<file path="src/rtl/redux_pkg.sv">
// Shared definitions for the redux accumulator core: opcodes, control states
// and instruction length decode.
package redux_pkg;

    localparam logic [7:0] OP_NOP  = 8'h00;
    localparam logic [7:0] OP_LDI  = 8'h01;
    localparam logic [7:0] OP_LD   = 8'h02;
    localparam logic [7:0] OP_ST   = 8'h03;
    localparam logic [7:0] OP_ADD  = 8'h04;
    localparam logic [7:0] OP_SUB  = 8'h05;
    localparam logic [7:0] OP_AND  = 8'h06;
    localparam logic [7:0] OP_OR   = 8'h07;
    localparam logic [7:0] OP_XOR  = 8'h08;
    localparam logic [7:0] OP_JMP  = 8'h09;
    localparam logic [7:0] OP_JZ   = 8'h0A;
    localparam logic [7:0] OP_JNZ  = 8'h0B;
    localparam logic [7:0] OP_JC   = 8'h0C;
    localparam logic [7:0] OP_OUT  = 8'h0D;
    localparam logic [7:0] OP_IN   = 8'h0E;
    localparam logic [7:0] OP_HALT = 8'hFF;

    typedef enum logic [2:0] {RD0, RD1, RD2, EXEC, HALT} state_t;

    // Index of the final byte of an instruction (0 = opcode only).
    function automatic logic [1:0] last_idx(input logic [7:0] op);
        case (op)
            OP_LDI, OP_ADD, OP_SUB, OP_AND, OP_OR, OP_XOR, OP_OUT, OP_IN:
                last_idx = 2'd1;
            OP_LD, OP_ST, OP_JMP, OP_JZ, OP_JNZ, OP_JC:
                last_idx = 2'd3;
            default:
                last_idx = 2'd0;
        endcase
    endfunction

endpackage

</file>
<file path="src/rtl/redux_alu.sv">
// Combinational accumulator datapath: loads, add/sub with carry/borrow and
// bitwise logic; carry passes through for everything but ADD/SUB.
module redux_alu
    import redux_pkg::*;
(
    input  logic [7:0] op_i,
    input  logic [7:0] a_i,
    input  logic [7:0] imm_i,
    input  logic       c_i,
    output logic [7:0] res_o,
    output logic       c_o,
    output logic       z_o
);

    always_comb begin
        res_o = a_i;
        c_o   = c_i;
        case (op_i)
            OP_LDI, OP_LD, OP_IN: res_o = imm_i;
            OP_ADD:               {c_o, res_o} = {1'b0, a_i} + {1'b0, imm_i};
            OP_SUB:               {c_o, res_o} = {1'b0, a_i} - {1'b0, imm_i};
            OP_AND:               res_o = a_i & imm_i;
            OP_OR:                res_o = a_i | imm_i;
            OP_XOR:               res_o = a_i ^ imm_i;
            default:              ;
        endcase
    end

    assign z_o = (res_o == 8'h00);

endmodule

</file>
<file path="src/rtl/redux.sv">
// redux core: byte-serial fetch over a 3-cycle memory read, one EXEC cycle per
// instruction, accumulator + Z/C flags, numbered 32-bit I/O port.
module redux
    import redux_pkg::*;
(
    input  logic        clock,
    input  logic        locked,
    output logic [19:0] address,
    input  logic [7:0]  din,
    output logic [7:0]  dout,
    output logic        we,
    output logic [7:0]  reg_n,
    input  logic [31:0] reg_i,
    output logic [31:0] reg_o
);

    state_t      state_q, state_d;
    logic [19:0] pc_q, pc_d;
    logic [7:0]  a_q, a_d;
    logic        z_q, z_d, c_q, c_d;
    logic [1:0]  cnt_q, cnt_d;
    logic        ph_q, ph_d;
    logic [7:0]  op_q, op_d, b1_q, b1_d, b2_q, b2_d;
    logic [3:0]  b3_q, b3_d;
    logic [19:0] address_q, address_d;
    logic [7:0]  dout_q, dout_d;
    logic        we_q, we_d;
    logic [7:0]  reg_n_q, reg_n_d;
    logic [31:0] reg_o_q, reg_o_d;

    logic [7:0]  cur_op;
    logic        taken;
    logic [19:0] jmp_tgt, next_pc;
    logic [7:0]  alu_imm, alu_res;
    logic        alu_c, alu_z;
    logic        unused_in;

    assign jmp_tgt   = {b3_q, b2_q, b1_q};
    assign alu_imm   = (op_q == OP_IN) ? reg_i[7:0] : b1_q;
    assign unused_in = ^reg_i[31:8];

    redux_alu u_alu (
        .op_i  (op_q),
        .a_i   (a_q),
        .imm_i (alu_imm),
        .c_i   (c_q),
        .res_o (alu_res),
        .c_o   (alu_c),
        .z_o   (alu_z)
    );

    // Reset parks the core in EXEC of an implicit NOP so the first edge fetches address 0.
    always_ff @(posedge clock or negedge locked) begin
        if (!locked) begin
            state_q   <= EXEC;
            pc_q      <= '0;
            a_q       <= '0;
            z_q       <= 1'b0;
            c_q       <= 1'b0;
            cnt_q     <= '0;
            ph_q      <= 1'b0;
            op_q      <= OP_NOP;
            b1_q      <= '0;
            b2_q      <= '0;
            b3_q      <= '0;
            address_q <= '0;
            dout_q    <= '0;
            we_q      <= 1'b0;
            reg_n_q   <= '0;
            reg_o_q   <= '0;
        end else begin
            state_q   <= state_d;
            pc_q      <= pc_d;
            a_q       <= a_d;
            z_q       <= z_d;
            c_q       <= c_d;
            cnt_q     <= cnt_d;
            ph_q      <= ph_d;
            op_q      <= op_d;
            b1_q      <= b1_d;
            b2_q      <= b2_d;
            b3_q      <= b3_d;
            address_q <= address_d;
            dout_q    <= dout_d;
            we_q      <= we_d;
            reg_n_q   <= reg_n_d;
            reg_o_q   <= reg_o_d;
        end
    end

    always_comb begin
        state_d   = state_q;
        pc_d      = pc_q;
        a_d       = a_q;
        z_d       = z_q;
        c_d       = c_q;
        cnt_d     = cnt_q;
        ph_d      = ph_q;
        op_d      = op_q;
        b1_d      = b1_q;
        b2_d      = b2_q;
        b3_d      = b3_q;
        address_d = address_q;
        dout_d    = dout_q;
        we_d      = 1'b0;
        reg_n_d   = reg_n_q;
        reg_o_d   = reg_o_q;
        cur_op    = (cnt_q == 2'd0) ? din : op_q;

        case (op_q)
            OP_JMP:  taken = 1'b1;
            OP_JZ:   taken = z_q;
            OP_JNZ:  taken = !z_q;
            OP_JC:   taken = c_q;
            default: taken = 1'b0;
        endcase
        next_pc = taken ? jmp_tgt : pc_q;

        case (state_q)
            RD0: state_d = RD1;
            RD1: state_d = RD2;
            RD2: begin
                if (ph_q) begin
                    // LD data byte has arrived
                    b1_d    = din;
                    ph_d    = 1'b0;
                    state_d = EXEC;
                end else begin
                    case (cnt_q)
                        2'd0:    op_d = din;
                        2'd1:    b1_d = din;
                        2'd2:    b2_d = din;
                        default: b3_d = din[3:0];
                    endcase
                    if (cnt_q == last_idx(cur_op)) begin
                        cnt_d   = 2'd0;
                        state_d = EXEC;
                        if (cur_op == OP_ST) begin
                            address_d = {din[3:0], b2_q, b1_q};
                            dout_d    = a_q;
                            we_d      = 1'b1;
                        end else if (cur_op == OP_LD) begin
                            address_d = {din[3:0], b2_q, b1_q};
                            ph_d      = 1'b1;
                            state_d   = RD0;
                        end else if (cur_op == OP_IN) begin
                            // port number goes out one cycle before reg_i is sampled
                            reg_n_d = din;
                            ph_d    = 1'b1;
                        end
                    end else begin
                        cnt_d     = cnt_q + 2'd1;
                        address_d = pc_q;
                        pc_d      = pc_q + 20'd1;
                        state_d   = RD0;
                    end
                end
            end
            EXEC: begin
                if (ph_q) begin
                    ph_d = 1'b0;
                end else if (op_q == OP_HALT) begin
                    state_d = HALT;
                end else begin
                    state_d   = RD0;
                    address_d = next_pc;
                    pc_d      = next_pc + 20'd1;
                    case (op_q)
                        OP_LDI, OP_LD, OP_ADD, OP_SUB, OP_AND, OP_OR, OP_XOR, OP_IN: begin
                            a_d = alu_res;
                            c_d = alu_c;
                            z_d = alu_z;
                        end
                        OP_OUT: begin
                            reg_n_d = b1_q;
                            reg_o_d = {24'h0, a_q};
                        end
                        default: ;
                    endcase
                end
            end
            default: state_d = HALT;
        endcase
    end

    assign address = address_q;
    assign dout    = dout_q;
    assign we      = we_q;
    assign reg_n   = reg_n_q;
    assign reg_o   = reg_o_q;

endmodule

</file>
<file path="config.mk">
export PLATFORM = sky130hd
export DESIGN_NAME = redux
export DESIGN_NICKNAME = d
export VERILOG_FILES = /design/src/rtl/redux_pkg.sv /design/src/rtl/redux_alu.sv /design/src/rtl/redux.sv
export SDC_FILE = /design/constraint.sdc
export NUM_CORES = 1
export LEC_CHECK = 0
export ABC_AREA = 1
export BUFFER_PORTS_ARGS = -buffer_cell sky130_fd_sc_hd__buf_2
export CORE_ASPECT_RATIO = 0.5
export CORE_MARGIN = 2
export CORE_UTILIZATION = 40
export CTS_BUF_LIST = sky130_fd_sc_hd__clkbuf_4 sky130_fd_sc_hd__clkbuf_8
export DETAILED_ROUTE_END_ITERATION = 10
export PLACE_DENSITY = 0.73
export SETUP_SLACK_MARGIN = 0.5
export SYNTH_ARGS = -nofsm -noshare
export SYNTH_HDL_FRONTEND = slang
export SYNTH_HIERARCHICAL = 1
export SYNTH_SLANG_ARGS = --single-unit
export TNS_END_PERCENT = 50
</file>
<file path="constraint.sdc">
create_clock -name clock -period 3 [get_ports clock]
set_clock_uncertainty 0.2 [all_clocks]
set_input_delay 0.3 -clock clock [delete_from_list [all_inputs] [get_ports clock]]
set_output_delay 0.3 -clock clock [all_outputs]
set_load 0.01 [all_outputs]
</file>
**Yosys cells after proc, flatten, opt, wreduce, memory -nomap -nowiden**

Memory sizes are Yosys's and may differ from the RTL's.
Index checks and enable logic that the tools add are counted.

- Register bits: 109
- Latch bits: 0
- Bits in read-only memories: 32
- Word-level logic and storage cells: 133
- Memories kept: 1
- Output and inout bits: 69
- RAM bits: 0
- Input port bits: 42

- Magnitude comparators: 0
- $mul: 0
- Bitwise gates (word level): 6
- Reductions and logical operators: 22
- Equality and inequality tests: 33
- Div/mod/pow operators: 0
- Shift operators: 0
- Multiplexer cells: 50
- $add $sub $neg: 5

Memory list:

| memory | depth | width | read ports | clocked after memory_dff | wr ports | RTL line | text |
|---|---|---|---|---|---|---|---|
| (no name shown) | 16 | 2 | 1 | 0 | 0 | redux_pkg.sv:26 | `case (op)` |

Operator list:

| operator | count |
|---|---|
| 20-bit two-way mux | 11 |
| 8-bit two-way mux | 12 |
| 20-bit case mux with 2 select lines | 2 |
| 8-bit by 4-bit == test with 1-bit output, second input constant | 8 |
| 8-bit case mux with 6 select lines | 1 |
| 20-bit by 1-bit adder with 20-bit output, second input constant | 2 |
| 8-bit by 3-bit == test with 1-bit output, second input constant | 4 |
| 8-bit by 2-bit == test with 1-bit output, second input constant | 3 |
| 2-bit != test, second input constant | 9 |
| 8-bit case mux with 2 select lines | 1 |
| 5-bit AND reduction | 3 |
| 2-bit two-way mux | 6 |
| 3-bit two-way mux | 4 |
| 3-bit case mux with 4 select lines | 1 |
| 4-bit AND reduction | 3 |
| 8-bit by 8-bit adder with 9-bit output | 1 |
| 1-bit two-way mux | 9 |
| 9-bit AND reduction | 1 |
| 8-bit by 8-bit subtractor with 9-bit output | 1 |
| 8-bit AND | 1 |
| 8-bit by 1-bit == test with 1-bit output, second input constant | 1 |
| 8-bit == test, second input constant | 1 |
| 8-bit zero test | 1 |
| 8-bit bitwise OR | 1 |
| other kinds (20) | 29 |

**Logic depth before layout (Yosys ltp)**

- Depth after elaboration: 10
- Mapped depth: 23
- Depth with buffers taken out: 21

**Modules after synthesis**

The synthesis kept the hierarchy.

Modules (own cells, without submodules):

| module | seq. area each (um2) | instances | cells an instance | area each (um2) |
|---|---|---|---|---|
| redux | 2730.1 | 1 | 909 | 6508.7 |
| redux_alu | 0.0 | 1 | 296 | 1692.9 |

**Worst setup path before layout**

No wires, ideal clock.

- Path kind: register to register
- Start: reg op_q[2]
- End: reg z_q
- Arrival time: 2.788 ns
- Library setup time: 0.125 ns
- Cell stages (with the launch flop): 18
- Period minus slack after synthesis: 3.113 ns
- Required time: 2.675 ns
- Path buffers: 1
- Setup slack: -0.113 ns
- Cells stage by stage: dfrtp_1 > nand2_1 > nor2_1 > nand3_1 > clkbuf_1 > nor2_1 > a21oi_1 > ha_1 > fa_1 > o21ai_1 > nand3_1 > nand3_1 > nand3_1 > nand3_1 > nor2_2 > nand3_1 > nor2_2 > mux2_2

- Word-level cells in the longest chain between the ends: 5
- Elaborated cells between the ends (all ways): 21
- Classes of those cells: add/sub (2); eq/ne (9); mux (2); bitwise (4); reduce/logical (4)

Ends and longest elaborated chain:

| item | RTL line | text |
|---|---|---|
| start, declared | redux.sv:23 | `logic [7:0] op_q, op_d, b1_q, b1_d, b2_q, b2_d;` |
| start signal, assigned | redux.sv:79 | `op_q <= op_d;` |
| 8-bit by 4-bit == test with 1-bit output (*) | redux.sv:39 | `assign alu_imm = (op_q == OP_IN) ? reg_i[7:0] : b1_q;` |
| 8-bit two-way mux (*) | redux.sv:39 |  |
| via alu_imm[0] | redux.sv:34 | `logic [7:0] alu_imm, alu_res;` |
| 8-bit by 8-bit subtractor with 9-bit output (tied with other cells) | redux_alu.sv:21 | `OP_SUB: {c_o, res_o} = {1'b0, a_i} - {1'b0, imm_i};` |
| 8-bit case mux with 6 select lines (*) | redux_alu.sv:18 | `case (op_i)` |
| 8-bit zero test (*) | redux_alu.sv:29 | `assign z_o = (res_o == 8'h00);` |
| via alu_z | redux.sv:35 | `logic alu_c, alu_z;` |
| end signal, assigned | redux.sv:75 | `z_q <= z_d;` |
| end, declared | redux.sv:20 | `logic z_q, z_d, c_q, c_d;` |

Mark *: on every way through the listed nets, which the timed path passes. The rest lies on a longest branch.
A chain may end at the register's enable or synchronous reset.

**Worst setup path after layout**

- Start: reg op_q[6]
- End: reg z_q

The elaborated chain is that of the path after synthesis.

==> impl_metrics.json <==
{
  "critPathArrivalTime_ps": 3330,
  "r2r_end": "z_q",
  "synthDominantCellAreaShare_pct": 32.6,
  "dpl.cell_count": 1548,
  "maxCapViolCount": 0,
  "period_needed_ps": 3230,
  "violations": "negative setup slack",
  "synthFlopType": "dfrtp_1",
  "worst_slew_pin_slew_ps": 979,
  "fin_crit_sh_pct": 108,
  "drv_slew": 0,
  "reg2reg_slack_ps": -230,
  "clk_path_buf_depth": 2,
  "start_util_pct": 41.5,
  "final_common_cell": "nand2_1",
  "gr-usage-met1_pct": 30.6,
  "synthArstFlopShare_pct": 100,
  "die_y_um": 105,
  "synth_area_per_cell_um2": 6.81,
  "max_slew_margin_pct": 34.3,
  "ir_drop_uv": 218,
  "crit_required_ps": 3100,
  "final_util_pct": 59.8,
  "critPathCaptureType": "flip-flop",
  "worst_slack_ps": -231,
  "cts_buffers": 9,
  "root_buffer": "clkbuf_8",
  "num_io_pins": 111,
  "grtUsageMet3_pct": 3.74,
  "drc_errors": 0,
  "worstSkewPairLatency_ps": 430,
  "syn_area_um2": 8200,
  "grt_max_degree": 88,
  "cts_tree": "done",
  "die_area_um2": 21700,
  "status": "complete, but fails checks",
  "die_w_um": 207,
  "final_nets": 1467,
  "grt_pass1_wl_mm": 42.5,
  "rr_worst_depth": 19,
  "cp-start-kind": "flip-flop",
  "cts.sinks": 109,
  "synth_warnings": 6,
  "drtIter0Drc": 1250,
  "hold-path-endpoint": "b1_q[6]",
  "ys_seq_elements": 109,
  "dr.pass1.iters": 6,
  "grt_util_met2_pct": 42.8,
  "antenna_found_initial": 0,
  "overflow": 0,
  "hold-worst-slack_ps": 10.8,
  "final_cells": 1665,
  "fmax_mhz": 309,
  "rsz0062_at_grt": "yes",
  "synthTopCellsByArea": "dfrtp_1 33%, nand2_1 16%, nand3_1 10%, inv_1 7.0%, ha_1 4.4%",
  "hp-class": "in2reg",
  "coreArea_um2": 19800,
  "detail_route.wirelength_mm": 32.7,
  "clk_pin_slew_ps": 130,
  "viasPerCell": 5.79,
  "area_growth_pct": 44.1,
  "dp_hpwl_mm": 17.7,
  "synth_cell_type_count": 48,
  "post_dp_cell_area_um2": 9160,
  "antennaDiodeCount": 0,
  "final_cell_mix": "249 x nand2_1, 127 x inv_1, 117 x nand3_1, 105 x dfrtp_1, 93 x buf_4",
  "rows": 36,
  "synth-edff-count": 0,
  "antenna_left": 0,
  "first_global_vias": 8309,
  "grt.busiest_layer": "met2",
  "min_from": "din[6]",
  "num_vias": 9641,
  "yosysTopAreaCell": "dfrtp_1",
  "hold_viol": 0,
  "fillCellCount": 1514,
  "p_leak_nw": 5.91,
  "finalSetupViolations": 26,
  "critPathMaxFanout": 11,
  "grt_usage_pct": 24.7,
  "path_class": "reg2reg",
  "r2r_start": "op_q[6]",
  "hold_depth": 3,
  "power_density_nw_per_um2": 216,
  "wl_per_cell_um": 19.7,
  "finalSetupTns_ps": -1450,
  "htree_levels": 3,
  "numPortBuffers": 62,
  "place_congestion": 0.964,
  "post_route_cells_drive_above_1_share_pct": 40.3,
  "synth_cells": 1205,
  "design_area_um2": 11800,
  "ys_seq_area_share_pct": 33.3
}
## critical path: stages, from the launching register on
cell,delay (ps)
dfrtp_1,420
nor2_1,100
nand2_1,100
nor2_2,170
nand3_2,110
buf_12,170
nor2_4,90
a21oi_4,60
ha_4,180
fa_2,410
o21ai_4,200
buf_4,140
nand2_1,40
nand2_1,50
nand3_1,80
o211ai_1,90
nor2_1,90
nand3_1,100
nor2_2,40
mux2_2,250
## report_power, final
part | internal (W) | switching, W
logic | 0.0000279 | 0.0000813
registers | 0.00147 | 0.00000125
clock network | 0.000337 | 0.000636
## layer usage
layer	wire, um	up-vias
li1	-	4159
met1	11800	4519
met3	3310	257
met2	15200	706
met5	0	-
met4	2490	0
## per-stage QoR
stage | setup slack, ps | total power (W)
CTS | -105 | 0.00252
global route | -341 | 0.00262
detailed placement | -129 | 0.00160
finish | -231 | 0.00255
floorplan | 104 | 0.00156
global placement | -37.6 | 0.00159
## registers in the layout, summed over array words and instances (netlist names)
register  cells
ph_q          1
a_q           8
c_q           1
cnt_q         2
dout          8
pc_q         20
z_q           1
reg_n         8
b3_q          4
op_q          8
reg_o         8
state_q       3
we            1
b1_q          8
address      20
b2_q          8
## synth_stat cells (6+ instances only)
| cell | number |
|---|---|
| nand2_1 | 339 |
| nand3_1 | 167 |
| inv_1 | 152 |
| dfrtp_1 | 107 |
| nor2_1 | 96 |
| o21ai_0 | 68 |
| ha_1 | 29 |
| buf_4 | 28 |
| a21oi_1 | 27 |
| o21ai_1 | 27 |
| buf_2 | 19 |
| clkbuf_1 | 15 |
| o21ai_2 | 14 |
| nand2_2 | 13 |
| nand4_1 | 10 |
| inv_2 | 9 |
| nand3b_1 | 8 |
| nor2_2 | 8 |
| nand2_4 | 7 |
| xor2_1 | 7 |
| mux2_2 | 6 |
## how the worst max path moves through the flow
| stage | start | end | depth (start not counted) |
|---|---|---|---|
| 4_1_cts | op_q[7] | z_q | 19 |
| 3_3_place_gp | op_q[7] | z_q | 19 |
| 2_1_floorplan | op_q[4] | z_q | 20 |
| 5_1_grt | op_q[6] | z_q | 19 |
| 6_report | op_q[6] | z_q | 19 |
| 3_5_place_dp | op_q[7] | z_q | 20 |
## logic make-up (layout without fill, tap and decap cells)
kind of cell / after synthesis / after routing / share of synthesized area, %
XOR/XNOR: 9 / 9 / 1.28
AND/OR/NAND/NOR: 665 / 665 / 36.3
other: 1 / 24 / 0.0457
flip-flops: 109 / 109 / 33.3
buffers and inverters: 231 / 402 / 12.8
adder cells (fa/ha/maj): 31 / 31 / 4.91
multiplexers: 6 / 6 / 0.824
AO/OA/AOI/OAI: 153 / 153 / 10.6
## repair_timing
item,4_1_cts,5_1_grt
setup endpoints to repair,79,88
hold buffers,1,0
cloned,7,7
buffers inserted,42,44
pin swaps,69,111
gates resized for setup,195,204
hold endpoints to repair,22,0
## final cells by class
cell class | instances | area, um2 | area share (%)
multi-input combinational | 888 | 5870 | 49.7
sequential | 109 | 2730 | 23.1
timing repair buffer | 221 | 2020 | 17.1
inverter | 162 | 643 | 5.44
tap | 266 | 333 | 2.82
clock buffer | 10 | 131 | 1.11
clock inverter | 6 | 68.8 | 0.582
timing repair inverter | 3 | 22.5 | 0.191
Note: power is estimated with default switching activity, not from simulation.
